<file path="src/rtl/uart_rx_fifo.sv">
// uart_rx_fifo: 16x-oversampled 8N1 UART receiver feeding a first-word-fall-through FIFO with sticky error flags.
// Define UART_RX_PARITY_CHECK_EN to receive 8E1 frames and check even parity.
`timescale 1ns/1ps
module uart_rx_fifo #(
    parameter int CLK_FREQ   = 100000000,
    parameter int BAUD       = 115200,
    parameter int FIFO_DEPTH = 16
) (
    input  logic                          CLK100MHZ,
    input  logic                          CPU_RESETN,
    input  logic                          rx_i,
    input  logic                          rd_en_i,
    input  logic                          err_clr_i,
    output logic [7:0]                    data_o,
    output logic                          empty_o,
    output logic                          full_o,
    output logic [$clog2(FIFO_DEPTH):0]   count_o,
    output logic                          frame_err_o,
    output logic                          overrun_err_o,
    output logic                          parity_err_o
);
    localparam int DIV = CLK_FREQ / (BAUD * 16);
    localparam int DW  = $clog2(DIV + 1);
    localparam int AW  = $clog2(FIFO_DEPTH);

    typedef enum logic [2:0] {
        S_IDLE, S_START, S_DATA, S_STOP
`ifdef UART_RX_PARITY_CHECK_EN
        , S_PARITY
`endif
    } state_t;

    state_t r_state, w_next;
    logic r_rx_meta, r_rx_sync, r_rx_prev;
    logic [DW-1:0] r_div;
    logic [3:0] r_tick;
    logic [2:0] r_bit;
    logic [7:0] r_shift;
    logic r_frame_err, r_ovr_err;
    logic w_fall, w_start, w_tick, w_sample, w_stop_smp, w_push, w_par_bad;
    logic [7:0] r_mem [FIFO_DEPTH];
    logic [AW-1:0] r_wr, r_rd;
    logic [AW:0] r_count;
    logic w_pop, w_full, w_wr, w_ovr;

    assign w_fall     = r_rx_prev & ~r_rx_sync;
    assign w_start    = (r_state == S_IDLE) && w_fall;
    assign w_tick     = r_div == DW'(DIV - 1);
    assign w_sample   = w_tick && r_tick == 4'd7;
    assign w_stop_smp = (r_state == S_STOP) && w_sample;
    assign w_push     = w_stop_smp && r_rx_sync && !w_par_bad;

    always_ff @(posedge CLK100MHZ or negedge CPU_RESETN) begin
        if (!CPU_RESETN) begin
            r_rx_meta <= 1'b1;
            r_rx_sync <= 1'b1;
            r_rx_prev <= 1'b1;
            r_state   <= S_IDLE;
            r_div     <= '0;
            r_tick    <= '0;
            r_bit     <= '0;
            r_shift   <= '0;
        end else begin
            r_rx_meta <= rx_i;
            r_rx_sync <= r_rx_meta;
            r_rx_prev <= r_rx_sync;
            r_state   <= w_next;
            r_div     <= (w_start || w_tick) ? '0 : r_div + 1'b1;
            r_tick    <= w_start ? '0 : r_tick + 4'(w_tick);
            if (w_start)
                r_bit <= '0;
            else if (w_sample && r_state == S_DATA) begin
                r_bit   <= r_bit + 1'b1;
                r_shift <= {r_rx_sync, r_shift[7:1]};
            end
        end
    end

    // Stop sample returns to IDLE mid-bit, leaving half a bit of resync margin.
    always_comb begin
        w_next = r_state;
        case (r_state)
            S_IDLE:   if (w_fall) w_next = S_START;
            S_START:  if (w_sample) w_next = r_rx_sync ? S_IDLE : S_DATA;
            S_DATA:   if (w_sample && r_bit == 3'd7) w_next =
`ifdef UART_RX_PARITY_CHECK_EN
                S_PARITY;
            S_PARITY: if (w_sample) w_next = S_STOP;
`else
                S_STOP;
`endif
            S_STOP:   if (w_sample) w_next = S_IDLE;
            default:  w_next = S_IDLE;
        endcase
    end

`ifdef UART_RX_PARITY_CHECK_EN
    logic r_par_bad, r_par_err, w_par_set;
    assign w_par_set = (r_state == S_PARITY) && w_sample && (^r_shift ^ r_rx_sync);
    always_ff @(posedge CLK100MHZ or negedge CPU_RESETN) begin
        if (!CPU_RESETN) begin
            r_par_bad <= 1'b0;
            r_par_err <= 1'b0;
        end else begin
            r_par_bad <= w_start ? 1'b0 : (r_par_bad | w_par_set);
            r_par_err <= w_par_set | (r_par_err & ~err_clr_i);
        end
    end
    assign w_par_bad    = r_par_bad;
    assign parity_err_o = r_par_err;
`else
    assign w_par_bad    = 1'b0;
    assign parity_err_o = 1'b0;
`endif

    // A simultaneous pop frees the slot, so a push into a full FIFO still lands.
    assign w_pop  = rd_en_i && r_count != '0;
    assign w_full = r_count == (AW+1)'(FIFO_DEPTH);
    assign w_wr   = w_push && (!w_full || w_pop);
    assign w_ovr  = w_push && w_full && !rd_en_i;

    always_ff @(posedge CLK100MHZ or negedge CPU_RESETN) begin
        if (!CPU_RESETN) begin
            r_wr        <= '0;
            r_rd        <= '0;
            r_count     <= '0;
            r_frame_err <= 1'b0;
            r_ovr_err   <= 1'b0;
        end else begin
            r_wr        <= r_wr + AW'(w_wr);
            r_rd        <= r_rd + AW'(w_pop);
            r_count     <= r_count + (AW+1)'(w_wr) - (AW+1)'(w_pop);
            r_frame_err <= (w_stop_smp && !r_rx_sync) | (r_frame_err & ~err_clr_i);
            r_ovr_err   <= w_ovr | (r_ovr_err & ~err_clr_i);
        end
    end

    always_ff @(posedge CLK100MHZ)
        if (w_wr) r_mem[r_wr] <= r_shift;

    assign empty_o       = r_count == '0;
    assign full_o        = w_full;
    assign count_o       = r_count;
    assign data_o        = empty_o ? 8'h00 : r_mem[r_rd];
    assign frame_err_o   = r_frame_err;
    assign overrun_err_o = r_ovr_err;
endmodule

</file>
<file path="config.mk">
export PLATFORM = sky130hd
export DESIGN_NAME = uart_rx_fifo
export DESIGN_NICKNAME = d
export VERILOG_FILES = /design/src/rtl/uart_rx_fifo.sv
export SDC_FILE = /design/constraint.sdc
export NUM_CORES = 1
export LEC_CHECK = 0
export CAP_MARGIN = 10
export CORE_MARGIN = 3
export CORE_UTILIZATION = 61
export DETAILED_ROUTE_END_ITERATION = 10
export GPL_ROUTABILITY_DRIVEN = 0
export PLACE_DENSITY = 0.85
export SLEW_MARGIN = 5
export SYNTH_ARGS = -nofsm -noshare
export SYNTH_HDL_FRONTEND = slang
export SYNTH_SLANG_ARGS = --single-unit
</file>
<file path="constraint.sdc">
create_clock -name CLK100MHZ -period 3.4 [get_ports CLK100MHZ]
set_input_delay 0.51 -clock CLK100MHZ [delete_from_list [all_inputs] [get_ports CLK100MHZ]]
set_output_delay 0.51 -clock CLK100MHZ [all_outputs]
set_load 0.01 [all_outputs]
</file>
==> metrics.md <==
| Metric | Value |
|---|---|
| Crit-path slowest cell | mux4_1 |
| Via count | between 3,000 and 4,000 |
| Slowest stage delay, CP | between 0.5 and 0.6 ns |
| Register area | 4870 um^2 |
| Core area | 11,000 um^2 |
| Die area | 12,700 um^2 |
| Yosys top cell area share | 0.554 |
| Sequential share of power | 0.443 |
| Final TNS setup | 0 ns |
| EDFF count, synth | 128 |
| Clk pin slew, worst setup/hold paths | 0.07 ns |
| Detailed Route Iter0 Violations | 278 |
| Final Hold Vio Count | 0 |
| Routed Antenna Nets | 0 |
| Worst Path Required | about 2.9 ns |
| Leak | between 3 and 4 nW |
| NumNets Final | 447 |
| Worst R2R End | count_o[4]$_DFF_PN0_ |
| IO Port Bufs | 21 |
| RSZ-0062 raised after global routing | no |
| R2R depth | 12 |
| Async SR Flop Fraction | 0.243 |
| Worst vdd ir | 0.000512 V |
| Starting Density | 0.632 |
| Vias in the first global route | between 3,000 and 4,000 |
| Layout cells sized above 1 | 0.241 |
| Pre-Repair DR Iteration Count | 4 |
| TritonCTS clock tree | done |
| Cts repair resizes | 0 |
| Outcome | complete, no violations |
| Endpoint arrival time on the critical path | ~2.8 ns |
| R2R Setup Slk | around 0.53 ns |
| CP Capture Type | primary output |
| Register area share after synthesis | 0.702 |
| Congestion Overflow GR | 0 |
| Comb pwr share | 0.210 |
| Vert. Die Dim | 113 um |
| Cts bufs inserted | 17 |
| Ranking of synthesized cells by area | edfxtp_1 55%, dfrtp_1 14%, mux4_2 7.1% |
| Area Growth Syn to Fin | 15.1% |
| Crit-path max FO | 35 |
| Post-CTS Hold Fix Bufs | 0 |
| Netlist cell types | 47 |
| Maxcap violations | 0 |
| Multi-input gate area | 1920 um^2 |
| Vias per std cell | 6.26 |
| P_sw | 1.55 mW |
| Global-route wire length before repair | 21.2 mm |
| # IOs | 23 |
| DRC | 0 |
| Worst Clk Skew | between 0.008 and 0.009 ns |
| # diodes | 0 |
| Synth Flop Type | edfxtp_1 |
| Sw Ratio | 0.280 |
| Kind of critical path | reg -> out |
| Filler cells | around 630 |
| Max Root-Sink Buffers | 2 |
| CTS root buf | clkbuf_16 |
| CP startpoint kind | flop |
| Syn avg cell area | 18.3 um^2 |
| Pint | 3.98 mW |
| Synth Cell Area | approximately 7000 um^2 |
| Area leader, netlist | edfxtp_1 |
| Register bit total from synthesis | between 150 and 200 |
| Mapped Cells | 380 |
| Syn Nets | 401 |
| Final Util | 0.728 |
| Initial antenna violation count | 0 |
| Final Cycle Share | 0.963 |
| Sink Count | between 150 and 200 |
| Max-slew violations | 0 |
| Worst slew pin tran | 1.06 ns |
| Detailed placement HPWL | 8.03 mm |
| Power share of the clock group | 0.348 |
| Hold WC Path Type | in -> async |
| Pwr dens | 691 nW/um^2 |
| Fmax | roughly 0.3 GHz |
| R2R Path Start | count_o[2]$_DFF_PN0_ |
| Final min period | 3.27 ns |
| Critical path, cell by cell | buf_12 > mux4_1 > mux2_2 > o21ai_0 > a21oi_1 > clkdlybuf4s50_1 |
| Post-CTS Setup Repair Bufs | 0 |
| Slew headroom | 0.282 |
| Htree depth | 4 |
| Largest net degree at the start of global routing | 42 |
| Routed wire length | 13.4 mm |
| Die width | 113 um |
| Worst-skew pair later-pin latency | 0.42 ns |
| Rows | 38 |
| Avg WL per Cell | about 23 um |
| Tot GR Track Use | 0.228 |
| Synth warn | 0 |
| Setup violators final | 0 |
## critical path: cells and delay by family (launching register included)
family	cells	cell delay, ns
muxes	2	0.87
buffers and inverters	2	0.75
AOI/OAI and AO/OA	2	0.35
DFF	1	0.37
## kinds of logic (layout without fill, tap and decap cells)
| family | count (synthesis) | count (layout) | synth area share |
|---|---|---|---|
| buffers and inverters | 27 | 86 | 0.0220 |
| AND/OR/NAND/NOR | 68 | 68 | 0.0568 |
| flip-flops | 169 | 169 | 0.702 |
| other | 1 | 1 | 0.000540 |
| XOR/XNOR | 14 | 14 | 0.0177 |
| adder cells (fa/ha/maj) | 16 | 16 | 0.0299 |
| AO/OA/AOI/OAI | 26 | 26 | 0.0222 |
| multiplexers | 59 | 59 | 0.149 |
## layout make-up
type	instances	share of cell area
Sequential cell	169	0.610
Multi-Input combinational cell	184	0.240
Clock buffer	18	0.0537
Timing Repair Buffer	45	0.0498
Tap cell	140	0.0219
Clock inverter	14	0.0205
Inverter	9	0.00423
## worst max-delay path by stage
| stage | from | endpoint | slack [ns] | cells past startpoint |
|---|---|---|---|---|
| after floorplan | count_o[3]$_DFF_PN0_ | count_o[4]$_DFF_PN0_ | 0.63 | 13 |
| after global placement | r_rd[1]$_DFF_PN0_ | data_o[4] | 0.65 | 6 |
| after detailed placement | count_o[2]$_DFF_PN0_ | count_o[4]$_DFF_PN0_ | 0.55 | 12 |
| after CTS | r_rd[1]$_DFF_PN0_ | data_o[4] | 0.08 | 6 |
| after global routing | r_rd[1]$_DFF_PN0_ | data_o[4] | 0.03 | 6 |
| final | r_rd[1]$_DFF_PN0_ | data_o[4] | 0.13 | 6 |
## cells in the mapped netlist, drive strengths merged (8+ instances only)
| library cell | n |
|---|---|
| buf | 13 |
| edfxtp | 128 |
| inv | 9 |
| nand3 | 8 |
| dfrtp | 38 |
| o21ai | 10 |
| nor2 | 16 |
| mux2 | 18 |
| ha | 15 |
| mux2i | 10 |
| mux4 | 31 |
| nor3 | 10 |
| a21oi | 10 |
## per-stage QoR
step / cell area [um^2] / hold slack [ns] / total power [mW] / std cells / setup slack (ns)
6_report: 7990 / 0.221 / 5.52 / 579 / 0.126
5_1_grt: 7990 / 0.276 / 5.74 / 579 / 0.0349
4_1_cts: 7990 / 0.238 / 5.56 / 579 / 0.0850
3_5_place_dp: 7400 / 0.347 / 3.64 / 547 / 0.552
3_3_place_gp: 7400 / 0.347 / 3.60 / 547 / 0.647
2_1_floorplan: 6940 / 0.214 / 3.26 / 380 / 0.627
## power by group through the flow
stage	sequential [mW]	clock [mW]	combinational, mW
2_1_floorplan	2.45	0	0.807
3_3_place_gp	2.48	0	1.12
3_5_place_dp	2.49	0	1.16
4_1_cts	2.44	1.94	1.17
5_1_grt	2.46	2.02	1.26
6_report	2.45	1.92	1.16
## placed cells by master (no fill, tap or decap), types with 9 or more instances in the layout
cell	count
a21oi_1	10
ha_1	15
inv_1	9
clkdlybuf4s50_1	20
edfxtp_1	128
buf_4	23
mux4_1	9
mux2i_1	10
clkbuf_16	17
mux2_2	18
o21ai_0	9
nor2_1	16
mux4_2	22
nor3_1	9
dfrtp_1	38
## flip-flops by register name, summed over array words and instances, names as in the netlist
signal	count
r_rx_prev	1
r_rx_meta	1
r_wr	4
r_div	6
r_rd	4
frame_err_o	1
r_tick	4
r_mem	128
r_bit	3
r_rx_sync	1
count_o	5
overrun_err_o	1
r_state	2
r_shift	8
## routing by layer
layer	global-route usage	vias to the layer above	share of wire
met5	0	-	0
met4	0.0938	0	0.027
met3	0.0550	28	0.060
met2	0.381	163	0.52
met1	0.289	1847	0.39
li1	-	1586	-
(Power assumes the default switching activity.)
